--- config.mk ---
export PLATFORM = sky130hd
export DESIGN_NAME = ibuf_rd_ctrl
export DESIGN_NICKNAME = d
export VERILOG_FILES = /design/src/rtl/cnna_pkg.sv /design/src/rtl/ibuf_rd_ctrl_if.sv /design/src/rtl/ibuf_skid_fifo.sv /design/src/rtl/ibuf_rd_ctrl.sv
export SDC_FILE = /design/constraint.sdc
export NUM_CORES = 1
export LEC_CHECK = 0
export ABC_AREA = 1
export CELL_PAD_IN_SITES_DETAIL_PLACEMENT = 1
export CELL_PAD_IN_SITES_GLOBAL_PLACEMENT = 2
export CORE_MARGIN = 2
export CORE_UTILIZATION = 32
export CTS_CLUSTER_SIZE = 28
export DETAILED_ROUTE_END_ITERATION = 8
export GPL_TIMING_DRIVEN = 0
export PLACE_DENSITY_LB_ADDON = 0.1
export RECOVER_POWER = 100
export SLEW_MARGIN = 20
export SYNTH_ARGS = -nofsm -noshare
export SYNTH_HDL_FRONTEND = slang
export SYNTH_SLANG_ARGS = --single-unit
--- constraint.sdc ---
create_clock -name I_clk -period 7.3 [get_ports I_clk]
set_input_delay 2.19 -clock I_clk [delete_from_list [all_inputs] [get_ports I_clk]]
set_output_delay 2.19 -clock I_clk [all_outputs]
set_load 0.005 [all_outputs]
--- src/rtl/cnna_pkg.sv ---
// Shared types and constants for the input-buffer read path.
package cnna_pkg;

  // Read controller FSM states.
  typedef enum logic [1:0] {
    ST_IDLE  = 2'd0,
    ST_RD    = 2'd1,
    ST_DRAIN = 2'd2,
    ST_DONE  = 2'd3
  } rd_state_t;

  localparam int unsigned DEF_DSIZE = 32;
  localparam int unsigned DEF_ASIZE = 10;

  // Number of words addressed by an ASIZE-bit address.
  function automatic int unsigned depth_of(input int unsigned asize);
    return 32'd1 << asize;
  endfunction

  localparam int unsigned DEF_DEPTH = depth_of(DEF_ASIZE);

endpackage

--- src/rtl/ibuf_rd_ctrl_if.sv ---
// Valid/ready stream carrying one data word plus an end-of-transfer flag.
//
// Handshake: a beat transfers on a rising clock edge where valid and ready
// are both high. While valid is high and ready is low, data and last hold
// their values, and valid stays high until the beat transfers. ready may
// change freely and carries no obligation when valid is low.
interface ibuf_stream_if
  import cnna_pkg::*;
#(
  parameter int DSIZE = 32
);
  logic             valid;
  logic             ready;
  logic             last;
  logic [DSIZE-1:0] data;

  modport master (output valid, output last, output data, input ready);
  modport slave  (input valid, input last, input data, output ready);
endinterface

--- src/rtl/ibuf_skid_fifo.sv ---
// Two-entry FIFO of {last, data} that sits between the RAM read port and
// the output stream, absorbing the one-cycle RAM read latency.
module ibuf_skid_fifo
  import cnna_pkg::*;
#(
  parameter int DSIZE = 32
)
(
  input  logic           clk_i,
  input  logic           rst_i,
  input  logic           push_i,
  input  logic [DSIZE:0] wdata_i,
  output logic [1:0]     cnt_o,
  ibuf_stream_if.master  m
);

  logic [DSIZE:0] mem_q [2];
  logic           wr_ptr_q;
  logic           rd_ptr_q;
  logic [1:0]     cnt_q;
  logic [1:0]     cnt_d;
  logic           pop;
  logic           push_ok;

  // A pop frees a slot in the same cycle, so a full FIFO still accepts a
  // push when the head is leaving. The read controller's credit rule keeps
  // pushes from arriving when neither condition holds.
  assign pop     = (cnt_q != 2'd0) && m.ready;
  assign push_ok = push_i && ((cnt_q != 2'd2) || pop);

  // Occupancy update from the push/pop pair.
  always_comb begin
    cnt_d = cnt_q;
    case ({push_ok, pop})
      2'b10:   cnt_d = cnt_q + 2'd1;
      2'b01:   cnt_d = cnt_q - 2'd1;
      default: cnt_d = cnt_q;
    endcase
  end

  // Storage and pointers; storage is cleared so the outputs read zero
  // after reset.
  always_ff @(posedge clk_i) begin
    if (rst_i) begin
      mem_q[0] <= '0;
      mem_q[1] <= '0;
      wr_ptr_q <= 1'b0;
      rd_ptr_q <= 1'b0;
      cnt_q    <= 2'd0;
    end else begin
      if (push_ok) begin
        mem_q[wr_ptr_q] <= wdata_i;
        wr_ptr_q        <= ~wr_ptr_q;
      end
      if (pop) begin
        rd_ptr_q <= ~rd_ptr_q;
      end
      cnt_q <= cnt_d;
    end
  end

  assign m.valid           = (cnt_q != 2'd0);
  assign {m.last, m.data}  = mem_q[rd_ptr_q];
  assign cnt_o             = cnt_q;

endmodule

--- src/rtl/ibuf_rd_ctrl.sv ---
// Read-side controller for the input-buffer RAM: sweeps a wrapping address
// range after a start command and streams the words out with a last flag.
module ibuf_rd_ctrl
  import cnna_pkg::*;
#(
  parameter int DSIZE = 32,
  parameter int ASIZE = 10
)
(
  input  logic             I_clk,
  input  logic             I_rst,
  input  logic             I_start,
  input  logic [ASIZE-1:0] I_base_addr,
  input  logic [ASIZE:0]   I_len,
  output logic             O_busy,
  output logic             O_done,
  output logic [ASIZE-1:0] O_ram_addr,
  output logic             O_ram_ce,
  output logic             O_ram_wr,
  output logic [DSIZE-1:0] O_ram_wdata,
  input  logic [DSIZE-1:0] I_ram_rdata,
  output logic             O_m_valid,
  output logic [DSIZE-1:0] O_m_data,
  output logic             O_m_last,
  input  logic             I_m_ready
);

  localparam logic [ASIZE:0] DEPTH_C = (ASIZE+1)'(depth_of(ASIZE));

  rd_state_t        state_q, state_d;
  logic [ASIZE-1:0] rd_addr_q, rd_addr_d;
  logic [ASIZE:0]   len_q, len_d;
  logic [ASIZE:0]   issue_cnt_q, issue_cnt_d;
  logic             inflight_q, inflight_d;
  logic             inflight_last_q, inflight_last_d;

  logic [ASIZE:0]   len_sat;
  logic [ASIZE:0]   issue_cnt_inc;
  logic [1:0]       fifo_cnt;
  logic [2:0]       credit_sum;
  logic             pop;
  logic             issue;
  logic             issue_last;
  logic             drain_empty;

  ibuf_stream_if #(.DSIZE(DSIZE)) m_if ();

  ibuf_skid_fifo #(.DSIZE(DSIZE)) u_fifo (
    .clk_i   (I_clk),
    .rst_i   (I_rst),
    .push_i  (inflight_q),
    .wdata_i ({inflight_last_q, I_ram_rdata}),
    .cnt_o   (fifo_cnt),
    .m       (m_if.master)
  );

  assign m_if.ready = I_m_ready;
  assign O_m_valid  = m_if.valid;
  assign O_m_data   = m_if.data;
  assign O_m_last   = m_if.last;

  // Lengths beyond the RAM size would re-read words; clamp to one full sweep.
  assign len_sat       = (I_len > DEPTH_C) ? DEPTH_C : I_len;
  assign issue_cnt_inc = issue_cnt_q + {{ASIZE{1'b0}}, 1'b1};

  // Credit: FIFO entries plus the word in flight may never exceed two,
  // unless a pop this cycle frees a slot for the word issued now.
  assign pop         = m_if.valid && I_m_ready;
  assign credit_sum  = {1'b0, fifo_cnt} + {2'b00, inflight_q};
  assign issue       = (state_q == ST_RD) && (issue_cnt_q != len_q) &&
                       ((credit_sum < 3'd2) || pop);
  assign issue_last  = issue && (issue_cnt_inc == len_q);

  // The FIFO will be empty after this edge with nothing left to arrive, so
  // the final handshake is happening now or has already happened.
  assign drain_empty = !inflight_q &&
                       ((fifo_cnt == 2'd0) || ((fifo_cnt == 2'd1) && pop));

  // Read-data arrival tracking: each ce produces a push one cycle later.
  assign inflight_d      = issue;
  assign inflight_last_d = issue_last;

  // Next-state, address and issue-counter logic.
  always_comb begin
    state_d     = state_q;
    rd_addr_d   = rd_addr_q;
    len_d       = len_q;
    issue_cnt_d = issue_cnt_q;
    case (state_q)
      ST_IDLE: begin
        if (I_start) begin
          rd_addr_d   = I_base_addr;
          len_d       = len_sat;
          issue_cnt_d = '0;
          state_d     = (len_sat == '0) ? ST_DONE : ST_RD;
        end
      end
      ST_RD: begin
        if (issue) begin
          rd_addr_d   = rd_addr_q + {{(ASIZE-1){1'b0}}, 1'b1};
          issue_cnt_d = issue_cnt_inc;
          if (issue_last) begin
            state_d = ST_DRAIN;
          end
        end
      end
      ST_DRAIN: begin
        if (drain_empty) begin
          state_d = ST_DONE;
        end
      end
      ST_DONE: begin
        state_d = ST_IDLE;
      end
      default: begin
        state_d = ST_IDLE;
      end
    endcase
  end

  // State, address, length and in-flight registers.
  always_ff @(posedge I_clk) begin
    if (I_rst) begin
      state_q         <= ST_IDLE;
      rd_addr_q       <= '0;
      len_q           <= '0;
      issue_cnt_q     <= '0;
      inflight_q      <= 1'b0;
      inflight_last_q <= 1'b0;
    end else begin
      state_q         <= state_d;
      rd_addr_q       <= rd_addr_d;
      len_q           <= len_d;
      issue_cnt_q     <= issue_cnt_d;
      inflight_q      <= inflight_d;
      inflight_last_q <= inflight_last_d;
    end
  end

  assign O_busy      = (state_q != ST_IDLE);
  assign O_done      = (state_q == ST_DONE);
  assign O_ram_addr  = rd_addr_q;
  assign O_ram_ce    = issue;
  assign O_ram_wr    = 1'b0;
  assign O_ram_wdata = '0;

endmodule

After elaboration in Yosys (flattened, before gate mapping)
Memory sizes are Yosys's and may differ from the RTL's. A register that Yosys moved wholly into a read port is not among the register bits. Index checks and enable logic that the tools add are counted.

Reductions and logical operators: 22. $add $sub $neg: 5. Multiplexer cells: 24. Bitwise operators: 2. Order comparisons: 2. Equal/unequal tests: 13.

Operators with widths (number): 2-to-1 mux 11 bit (3); 2-to-1 mux 33 bit (1); OR reduction 33 bit (1); case mux 11 bit (2 select lines) (1); 2-to-1 mux 10 bit (2); case mux 10 bit (2 select lines) (1); adder 11 x 1 -> 11 bit (second input constant) (1); equality test 11 bit (1); greater-than comparator 11 bit (second input constant) (1); zero test 11 bit (1); != test 11 bit (1); adder 10 x 1 -> 10 bit (second input constant) (1); 2-to-1 mux 2 bit (5); != test 2 bit (second input constant) (5); 2-to-1 mux 1 bit (9); case mux 2 bit (4 select lines) (1); nonzero test 2 bit (4); logical AND 1 bit (7); equality test 2 x 1 -> 1 bit (second input constant) (3); equality test 2 bit (second input constant) (3); zero test 2 bit (2); case mux 2 bit (2 select lines) (1); AND reduction 4 bit (1); adder 2 x 1 -> 3 bit (1); 8 further kinds (11).

Memories kept: 1. Register bits after elaboration: 40. Input port bits: 57. Memory bits (writable): 66. Logic and storage cells: 78. Output and inout bits: 80.

Memory list: u_fifo.mem_q (words 2, bits a word 33, read ports 1, clocked after Yosys merged registers in 1, wr ports 2, RTL line ibuf_skid_fifo.sv:17) `logic [DSIZE:0] mem_q [2];`.

Longest topological paths before layout
Word-level depth: 9. Depth in mapped cells: 15.

By module
Synthesis repeated with hierarchy kept, for this count alone.

Cell total of the unflattened synthesis: 675. Area total of the unflattened synthesis: 5811.8 µm².

Modules (own cells, without submodules): ibuf_skid_fifo (area an instance 3203.1 µm², instances 1, cells an instance 247); ibuf_rd_ctrl (area an instance 2608.8 µm², instances 1, cells an instance 428).

Worst setup path after synthesis
OpenSTA, ideal clock, no wires.

Kind: input to output. Start: in I_m_ready. End: out O_ram_ce. Stages on the path: 4. Arrival: 2614 ps. Required time: 5110 ps. Buffers on the path: 0. Slack: 2496 ps. Cells stage by stage: nand2_1 > a21oi_1 > nand2_2 > inv_1.

Longest elaborated chain between the ends: 3.

RTL lines: start: declaration (RTL line ibuf_rd_ctrl.sv:25) `input logic I_m_ready`; logical AND 1 bit (RTL line ibuf_rd_ctrl.sv:68) `assign pop = m_if.valid && I_m_ready;`; logical OR 1 bit (RTL line ibuf_rd_ctrl.sv:71) `((credit_sum < 3'd2) || pop);`; logical AND 1 bit (RTL line ibuf_rd_ctrl.sv:70) `assign issue = (state_q == ST_RD) && (issue_cnt_q != len_q) &&`; end: declaration (RTL line ibuf_rd_ctrl.sv:18) `output logic O_ram_ce,`.

No other way between the ends.

Worst setup path in the final report
Same ends and word-level chain as after synthesis.

==> impl_metrics.ini <==
[setup_path]
cpPeakStageDelay_ps = 560
crit_slowest_cell = dlygate4sd3_1
r2r_slack_ps = 3540
r2r_cells = 11
cp_cell_sequence = dlygate4sd3_1 > nand2_1 > a21oi_1 > nand2_1 > inv_1 > dlygate4sd3_1
crit_fanout = 5
cpLargestDelayFamily = buffers and inverters
cp-end-kind = primary output
cp.required_ps = 5110
reg2reg_from = u_fifo.cnt_o[0]
r2r_end = u_fifo.mem_q[0][4]
crit_buf_inv = 3
worstPathArrival_ps = 3880
cp-start-kind = input port
path_class = in -> out

[sta]
hold_viol_final = 0
fin_ws_ps = 1230
finalCriticalPeriod_ps = 6070
rsz0062_at_grt = false
slew_headroom_pct = -12.0
tightest_slew_ps = 1680
fin_skew_ps = 12.5
slew_violations = 29
fmax_ghz = 0.165
setup_viol = 0
post-route-period-util_pct = 83.1
setup-tns-final_ps = 0

[power]
powerDensity_nw_per_um2 = 297
p_total_mw = 2.19
power.leakage_nw = 3.29
ir_drop_mv = 0.129

[cells_and_area]
multi_input_area_um2 = 2280
seq_area_um2 = 2800
stdcell_count = 1036
fin_area_um2 = 7390
n_antenna_cell = 0
drive_gt1_share_pct = 11.1
area_growth_pct = 29.0
finalNetCount = 874
nFillCells = 2104

[clock_network]
clock_latency_ps = 350
cts_setup_buffers = 0
cts_resized = 0
cts_tree = built
cts-htree-levels = 3
cts_buffers = 9
cts_buffer_depth = 2
ctsHoldBuffers = 0
cts_sinks = 107
clkTransAtPathRegs_ps = 70
cts_root_buf = clkbuf_16

[drt]
drt-total-wl_um = 15900
drt-pass1-iter-count = 4
drtIter0Drc = 143
avgViaCountPerCell = 4.50
detail_route.wl_per_cell_um = 15.4
vias = 4662
drc = 0
drtAntennaViolNets = 0

[placement]
dp_slack_ps = 1360
portBuffers = 103
gp_congestion = 0.845
dp.final_hpwl_um = 12000
dpl.cell_count = 1021
placed_area_um2 = 7200

[grt]
grtUsageTotal_pct = 17.2
grt_pass1_vias = 4993
grt_pass1_wl_um = 25000
grt_overflow = 0
antenna_found_initial = 0
grt_max_degree = 29

[logic_synthesis]
synthCells = 659
syn_area_um2 = 5720
synth.avg_cell_area_um2 = 8.69
synth-xor-area-share_pct = 1.38
synth_compound_area_share_pct = 8.39
synthMuxAreaShare_pct = 6.49
synth_edf_count = 66
synth_flop_cell = edfxtp_1
ys_ff_latch = 107
synth-adder-area-share_pct = 2.19
synthArstFlopShare_pct = 0
synth_top_family_by_area = simple AND/OR/NAND/NOR gates
synthDistinctLibCells = 36
ys_seq_area_share_pct = 49.0
ys_warn_count = 0
yosys.area_share.simple_pct = 20.2

[hold_path]
hold_path_depth = 2
worstHoldStart = len_q[10]
hold_end = len_q[10]
worst_hold_path_type = reg -> reg

[floorplanning]
start_util_pct = 32.9
die_y_um = 138
num_rows = 48
pin_count = 137
die_x_um = 138
core_um2 = 17400
fp.dieArea_um2 = 19000

[run_status]
violations = max-capacitance violations, max-slew violations
status = complete, but fails checks

[job]
cap_viol_max_count = 1
==> registers in the layout, summed over array words and instances (netlist names), 2 cells and up, named ones only <==
| register | count |
|---|---|
| O_ram_addr | 10 |
| issue_cnt_q | 11 |
| len_q | 11 |
| state_q | 2 |
| u_fifo.cnt_o | 2 |
| u_fifo.mem_q | 66 |
==> Yosys cell counts (2+ instances only) <==
cell	count	area [um2]
a211oi_1	11	82.6
a211oi_2	12	150
a21oi_1	23	115
buf_2	3	15.0
buf_4	33	248
buf_6	2	22.5
clkbuf_1	17	63.8
dfxtp_1	41	821
edfxtp_1	66	1980
ha_1	10	125
inv_1	90	338
mux2_2	33	372
nand2_1	114	428
nand2_2	2	12.5
nand3_1	25	125
nand4_1	5	31.3
nor2_1	122	458
nor2_2	2	12.5
nor3_1	2	10.0
nor4_1	3	18.8
o21ai_0	20	100
or2_2	2	12.5
xor2_1	8	70.1
==> worst max path at each step <==
stage               slack (ps)  depth (start not counted)       end       from
floorplan                 2500                          4  O_ram_ce  I_m_ready
global route              1120                          6  O_ram_ce  I_m_ready
CTS                       1350                          6  O_ram_ce  I_m_ready
finish                    1230                          6  O_ram_ce  I_m_ready
global placement          1380                          6  O_ram_ce  I_m_ready
detailed placement        1360                          6  O_ram_ce  I_m_ready
==> power breakdown <==
group / leakage [nW] / internal, mW / switching [mW]
logic: 2.12 / 0.371 / 0.496
registers: 1.02 / 0.748 / 0.0720
clock network: 0.144 / 0.269 / 0.234
total: 3.29 / 1.39 / 0.801
==> routing by layer <==
metal | routed length, um | global-route usage [%] | vias up | share of wire (%)
met3 | 578 | 2.72 | 4 | 3.6
met2 | 8250 | 32.1 | 81 | 52
met1 | 7020 | 20.4 | 2218 | 44
met4 | 92 | 4.59 | 0 | 0.58
met5 | 0 | 0 | - | 0
li1 | - | - | 2359 | -
==> worst min-delay path, cell delays in order, from the launching register on <==
cell and delay, ps:
dfxtp_1 310, inv_1 70, a21oi_1 60
==> placed cells by master (no fill, tap or decap), types with 23 or more instances in the layout <==
cell type	n
a21oi_1	23
edfxtp_1	66
nand3_1	25
mux2_2	29
dfxtp_1	41
buf_4	33
nor2_1	122
inv_1	91
conb_1	33
dlygate4sd3_1	47
clkdlybuf4s50_1	56
nand2_1	116
==> area by class of cell <==
class,count,area share (%)
Clock buffer,9,3.05
Multi-Input combinational cell,437,30.8
Buffer,56,4.71
Sequential cell,107,37.9
Clock inverter,6,0.966
Inverter,91,4.62
Timing Repair Buffer,105,14.1
Tap cell,225,3.81
==> logic make-up (layout without fill, tap and decap cells) <==
kind of cell / after synthesis / in the layout
AO/OA/AOI/OAI: 70 / 70
flip-flops: 107 / 107
buffers and inverters: 147 / 267
other: 1 / 33
XOR/XNOR: 9 / 9
AND/OR/NAND/NOR: 282 / 282
multiplexers: 33 / 33
adder cells (fa/ha/maj): 10 / 10
==> per-stage QoR <==
| step | hold WS [ps] | util (%) |
|---|---|---|
| floorplan | 443 | - |
| global placement | 463 | 41.1 |
| detailed placement | 476 | 41.4 |
| CTS | 490 | 43.1 |
| global route | 514 | 42.4 |
| finish | 484 | 42.4 |
(Power assumes the default switching activity.)
